## config.mk

```make
export PLATFORM = sky130hd
export DESIGN_NAME = roi_scan_sequencer
export DESIGN_NICKNAME = d
export VERILOG_FILES = /design/src/rtl/roi_scan_sequencer.sv
export SDC_FILE = /design/constraint.sdc
export NUM_CORES = 1
export LEC_CHECK = 0
export CORE_ASPECT_RATIO = 0.9
export CORE_MARGIN = 2
export CORE_UTILIZATION = 47
export DETAILED_ROUTE_END_ITERATION = 7
export GPL_ROUTABILITY_DRIVEN = 0
export PLACE_DENSITY = 0.74
export SLEW_MARGIN = 20
export SYNTH_ARGS = -nofsm -noshare
export SYNTH_HDL_FRONTEND = slang
export SYNTH_SLANG_ARGS = --single-unit
```

## constraint.sdc

```tcl
create_clock -name clk -period 2.1 [get_ports clk]
set_input_delay 0.63 -clock clk [delete_from_list [all_inputs] [get_ports clk]]
set_output_delay 0.63 -clock clk [all_outputs]
set_load 0.005 [all_outputs]
```

## src/rtl/roi_scan_sequencer.sv

```systemverilog
// ROI raster scan sequencer: one-hot row/column selects, settle dwell, ADC strobes, optional CDS.
// Optional build macro SCAN_SERPENTINE_EN alternates the column direction on every ROI row.
module roi_scan_sequencer #(
    parameter int NUM_ROW = 7,
    parameter int NUM_COL = 16,
    parameter int ROW_AW  = (NUM_ROW > 1) ? $clog2(NUM_ROW) : 1,
    parameter int COL_AW  = (NUM_COL > 1) ? $clog2(NUM_COL) : 1,
    parameter int DWELL_W = 8
) (
    input  logic               clk,
    input  logic               reset_n,
    input  logic               enable,
    input  logic               single_pixel_en,
    input  logic [ROW_AW-1:0]  row_start,
    input  logic [ROW_AW-1:0]  row_stop,
    input  logic [COL_AW-1:0]  col_start,
    input  logic [COL_AW-1:0]  col_stop,
    input  logic [DWELL_W-1:0] dwell,
    input  logic               cds_en,
    output logic [NUM_ROW-1:0] row_sel,
    output logic [NUM_COL-1:0] col_sel,
    output logic [ROW_AW-1:0]  pixel_row,
    output logic [COL_AW-1:0]  pixel_col,
    output logic               adc_start,
    output logic               cds_phase,
    output logic               busy,
    output logic               frame_done,
    output logic [2:0]         state_dbg
);

    localparam logic [2:0] IDLE    = 3'd0;
    localparam logic [2:0] LOAD    = 3'd1;
    localparam logic [2:0] SETTLE  = 3'd2;
    localparam logic [2:0] CONVERT = 3'd3;
    localparam logic [2:0] DONE    = 3'd4;

    localparam logic [ROW_AW-1:0] ROW_MAX = ROW_AW'(NUM_ROW - 1);
    localparam logic [COL_AW-1:0] COL_MAX = COL_AW'(NUM_COL - 1);

    logic [2:0]         state, state_nxt;
    logic [ROW_AW-1:0]  ld_row_start, ld_row_stop, cfg_row_stop, row_nxt;
    logic [COL_AW-1:0]  ld_col_start, ld_col_stop, cfg_col_start, cfg_col_stop, col_nxt;
    logic [COL_AW-1:0]  col_end;
    logic [DWELL_W-1:0] ld_dwell, cfg_dwell, cnt, cnt_nxt;
    logic               cfg_cds, phase_nxt, last_pixel, sel_on;

    assign state_dbg = state;

    // Bounds are normalised once at LOAD so the scan logic only ever sees a legal ROI.
    always_comb begin
        ld_row_start = (row_start > ROW_MAX) ? ROW_MAX : row_start;
        ld_row_stop  = (row_stop  > ROW_MAX) ? ROW_MAX : row_stop;
        if (single_pixel_en || (ld_row_stop < ld_row_start)) ld_row_stop = ld_row_start;
        ld_col_start = (col_start > COL_MAX) ? COL_MAX : col_start;
        ld_col_stop  = (col_stop  > COL_MAX) ? COL_MAX : col_stop;
        if (single_pixel_en || (ld_col_stop < ld_col_start)) ld_col_stop = ld_col_start;
        ld_dwell     = (dwell == '0) ? DWELL_W'(1) : dwell;
    end

`ifdef SCAN_SERPENTINE_EN
    logic [ROW_AW-1:0] cfg_row_start;
    logic              row_fwd;
    // Even ROI rows (relative to the first row) run forward, odd rows run backward.
    assign row_fwd = ~(pixel_row[0] ^ cfg_row_start[0]);
    assign col_end = row_fwd ? cfg_col_stop : cfg_col_start;
`else
    assign col_end = cfg_col_stop;
`endif

    assign last_pixel = (pixel_row == cfg_row_stop) && (pixel_col == col_end);

    always_comb begin
        state_nxt = state;
        row_nxt   = pixel_row;
        col_nxt   = pixel_col;
        phase_nxt = cds_phase;
        cnt_nxt   = cnt;
        case (state)
            IDLE: begin
                if (enable) state_nxt = LOAD;
            end
            LOAD: begin
                state_nxt = SETTLE;
                row_nxt   = ld_row_start;
                col_nxt   = ld_col_start;
                phase_nxt = ~cds_en;
                cnt_nxt   = '0;
            end
            SETTLE: begin
                if (cnt == cfg_dwell - DWELL_W'(1)) state_nxt = CONVERT;
                else cnt_nxt = cnt + DWELL_W'(1);
            end
            CONVERT: begin
                state_nxt = SETTLE;
                cnt_nxt   = '0;
                if (cfg_cds && !cds_phase) begin
                    phase_nxt = 1'b1;
                end else if (last_pixel) begin
                    state_nxt = DONE;
                end else begin
                    phase_nxt = ~cfg_cds;
`ifdef SCAN_SERPENTINE_EN
                    if (pixel_col == col_end) row_nxt = pixel_row + ROW_AW'(1);
                    else if (row_fwd) col_nxt = pixel_col + COL_AW'(1);
                    else col_nxt = pixel_col - COL_AW'(1);
`else
                    if (pixel_col == cfg_col_stop) begin
                        col_nxt = cfg_col_start;
                        row_nxt = pixel_row + ROW_AW'(1);
                    end else begin
                        col_nxt = pixel_col + COL_AW'(1);
                    end
`endif
                end
            end
            DONE: begin
                state_nxt = enable ? LOAD : IDLE;
            end
            default: state_nxt = IDLE;
        endcase
        // Dropping enable abandons the frame from any active state.
        if ((state != IDLE) && !enable) state_nxt = IDLE;
    end

    assign sel_on = (state_nxt == SETTLE) || (state_nxt == CONVERT);

    // Outputs are registered from the next state so they line up with the state they describe.
    always_ff @(posedge clk or negedge reset_n) begin
        if (!reset_n) begin
            state         <= IDLE;
            pixel_row     <= '0;
            pixel_col     <= '0;
            cds_phase     <= 1'b0;
            cnt           <= '0;
            cfg_row_stop  <= '0;
            cfg_col_start <= '0;
            cfg_col_stop  <= '0;
            cfg_dwell     <= '0;
            cfg_cds       <= 1'b0;
`ifdef SCAN_SERPENTINE_EN
            cfg_row_start <= '0;
`endif
            row_sel       <= '0;
            col_sel       <= '0;
            adc_start     <= 1'b0;
            busy          <= 1'b0;
            frame_done    <= 1'b0;
        end else begin
            state     <= state_nxt;
            pixel_row <= row_nxt;
            pixel_col <= col_nxt;
            cds_phase <= phase_nxt;
            cnt       <= cnt_nxt;
            if (state == LOAD) begin
                cfg_row_stop  <= ld_row_stop;
                cfg_col_start <= ld_col_start;
                cfg_col_stop  <= ld_col_stop;
                cfg_dwell     <= ld_dwell;
                cfg_cds       <= cds_en;
`ifdef SCAN_SERPENTINE_EN
                cfg_row_start <= ld_row_start;
`endif
            end
            row_sel    <= sel_on ? (NUM_ROW'(1) << row_nxt) : '0;
            col_sel    <= sel_on ? (NUM_COL'(1) << col_nxt) : '0;
            adc_start  <= (state_nxt == CONVERT);
            busy       <= (state_nxt != IDLE);
            frame_done <= (state_nxt == DONE);
        end
    end

endmodule
```

==> results.sh <==
export IMPL_synth_edf_count=0
export IMPL_overflow=0
export IMPL_power_density_nw_per_um2=995.3
export IMPL_grt_pass1_vias=2872
export IMPL_slew_violations=0
export IMPL_violations="setup timing"
export IMPL_yosysSeqAreaShare=0.4727
export IMPL_yosysTopAreaCellShare=0.4727
export IMPL_vdd_ir_drop_max_mv=0.4765
export IMPL_die_h_um=85.17
export IMPL_cts_tree="built"
export IMPL_start_util=0.4863
export IMPL_syn_inst=357
export IMPL_cts_buffers_inserted=9
export IMPL_intPower_mw=3.151
export IMPL_status="finished, violations left"
export IMPL_worst_setup_path_start_kind="flop"
export IMPL_p_leak_nw=2.251
export IMPL_synth_area_leader_cell="dfrtp_1"
export IMPL_p_total_mw=4.935
export IMPL_cap_violations=0
export IMPL_fmax_mhz=460.7
export IMPL_required_ns=2.38
export IMPL_fillers=530
export IMPL_rsz0062_at_grt="yes"
export IMPL_path_clk_slew_ns=0.08
export IMPL_period_minus_slack_ns=2.171
export IMPL_core_um2=7076
export IMPL_clk_latency_ns=0.35
export IMPL_p_clk_frac=0.224
export IMPL_dr_total_vias=3125
export IMPL_crit_chain="buf_6, nand3b_1, a21oi_4, a31oi_4, a2111oi_4, buf_4, a21boi_4, buf_4, a211o_1, o211ai_2"
export IMPL_async_flop_share=1.000
export IMPL_synthTopCellsByCount="65 x dfrtp_1, 47 x nand2_1, 27 x nor2_1"
export IMPL_grt_pass1_wl_mm=13.70
export IMPL_setup_tns_ns=-0.3888
export IMPL_layout_nets=510
export IMPL_maxSlewHeadroom=0.7509
export IMPL_gr_usage_met1=0.3231
export IMPL_via_per_inst=5.463
export IMPL_grt_max_degree=66
export IMPL_fin_area_um2=4959
export IMPL_h_tree_depth=3
export IMPL_stdcell_count=572
export IMPL_drtIter0Drc=204
export IMPL_dp_cells=547
export IMPL_critPathMaxStageDelay_ns=0.46
export IMPL_drt_pre_antenna_iters=4
export IMPL_clock_skew_ns=0.009800
export IMPL_yosys_warnings=0
export IMPL_setup_viol_count_final=7
export IMPL_placed_area_um2=4506
export IMPL_critPathCaptureType="flop"
export IMPL_path_max_fanout=5
export IMPL_wl_per_cell_um=15.14
export IMPL_synth_area_top_cells="dfrtp_1 47%, nand2_1 5.1%, xnor2_1 3.3%"
export IMPL_grt_usage=0.2173
export IMPL_synth_nets=393
export IMPL_grt_busiest_layer="met2"
export IMPL_grt_antenna_before_repair=0
export IMPL_hold_viol=0
export IMPL_dieArea_um2=8022
export IMPL_worst_slew_pin_slew_ns=0.3708
export IMPL_power_combinational_fraction=0.429
export IMPL_avgSynthCellArea_um2=9.638
export IMPL_die_w_um=94.19
export IMPL_synth_most_common_cell="dfrtp_1"
export IMPL_switching_share=0.3616
export IMPL_drive_gt1_frac=0.2401
export IMPL_power_switching_mw=1.784
export IMPL_drc=0
export IMPL_seqPwrFrac=0.347
export IMPL_min_period_over_period=1.034
export IMPL_ys_types=57
export IMPL_hold_class="in -> async"
export IMPL_met2_usage=0.3247
export IMPL_antennaDiodeCount=0
export IMPL_critPathKind="reg -> reg"
export IMPL_cts_sinks=65
export IMPL_netlist_area_um2=3441
export IMPL_io_buffers=63
export IMPL_post_dp_hpwl_mm=5.889
export IMPL_met3_usage=0.03108
export IMPL_worstPathArrival_ns=2.45
export IMPL_synthToLayoutAreaGrowth_pct=44.11
export IMPL_drt_wl_total_mm=8.661
export IMPL_ys_flop_type="dfrtp_1"
export IMPL_clk_path_buf_depth=2
export IMPL_rows=29
export IMPL_ant_nets=0
export IMPL_ioPinCount=64
export IMPL_slowest_stage="dfrtp_2"
export IMPL_ys_seq_elements=65
export IMPL_root_buffer="clkbuf_8"
export IMPL_worst_slack_ns=-0.07084
export IMPL_path_common_cell="buf_4"
-- through the flow --
stage	util	worst slack, ns	hold slack [ns]
after global placement	0.6368	-0.3527	0.4817
after CTS	0.6805	-0.03795	0.3022
after detailed placement	0.6368	-0.4203	0.4865
final	0.7008	-0.07084	0.2697
after global routing	0.7008	-0.1471	0.3091
after floorplan	-	-0.001688	0.3344
-- routing by layer --
layer,vias up,wire length (µm)
li1,1484,-
met4,0,163
met2,108,3989
met1,1516,4036
met5,-,0
met3,17,471
-- kinds of logic after synthesis --
group                    Yosys count  synth area share
buffers and inverters             34           0.04254
XOR/XNOR                          18           0.04582
AND/OR/NAND/NOR                  149            0.2225
flip-flops                        65            0.4727
multiplexers                       9           0.02618
adder cells (fa/ha/maj)            9           0.03273
AO/OA/AOI/OAI                     73            0.1575
-- layout by cell type (no fill, tap or decap), types with 12 or more instances in the layout --
cell and n:
nor2_1 25, nand2b_1 16, o21ai_0 14, inv_1 15
nor3_1 12, nand2_1 45, buf_4 53, clkdlybuf4s50_1 59
dfrtp_1 63
-- registers in the layout, summed over array words and instances (netlist names) --
register       flops
adc_start          1
busy               1
cds_phase          1
cfg_cds            1
cfg_col_start      4
cfg_col_stop       4
cfg_dwell          8
cfg_row_stop       3
cnt                8
col_sel           16
frame_done         1
pixel_col          4
pixel_row          3
row_sel            7
state_dbg          3
-- timing repair --
| action | 4_1_cts | 5_1_grt |
|---|---|---|
| cloned | 0 | 0 |
| resized for setup | 14 | 33 |
| pin swaps | 8 | 10 |
| setup endpoints to repair | 17 | 35 |
| hold buffers | 0 | 0 |
| setup buffers | 8 | 1 |
-- power groups by stage --
stage	Combinational, mW	Clock, mW	Sequential [mW]
global placement	1.77	0	1.68
global route	2.30	1.18	1.74
finish	2.12	1.11	1.71
floorplan	1.01	0	1.71
CTS	1.93	1.11	1.68
detailed placement	1.82	0	1.69
-- layout make-up --
| type | count | area [µm²] | share of cell area |
|---|---|---|---|
| well taps | 93 | 116.4 | 0.02347 |
| multi-input cells | 258 | 1836 | 0.3702 |
| flip-flops and latches | 65 | 1629 | 0.3285 |
| repair buffers | 122 | 1107 | 0.2233 |
| clock inverters | 7 | 78.83 | 0.01590 |
| inverters | 18 | 67.56 | 0.01363 |
| clock buffers | 9 | 123.9 | 0.02498 |
-- worst paths after layout --
kind | end | depth (start not counted) | slack, ns | start
setup / recovery | cnt[4] | 10 | -0.07 | cfg_dwell[2]
hold / removal | cfg_dwell[0] | 2 | 0.27 | reset_n
setup reg to reg | cnt[4] | 10 | -0.07 | cfg_dwell[2]
hold reg to reg | cfg_col_start[0] | 2 | 0.51 | cfg_col_start[0]
max in group asynchronous | pixel_col[2] | 2 | 1.52 | reset_n
min in group clk | cfg_col_start[0] | 2 | 0.51 | cfg_col_start[0]
-- worst max-delay path: cells and delay by family, from the launching register on --
kind / cells / cell delay [ns]
DFF: 1 / 0.46
and+or+nand+nor: 1 / 0.19
AOI/OAI and AO/OA: 6 / 0.99
buffers and inverters: 3 / 0.46
Power figures use the tool's default switching activity.
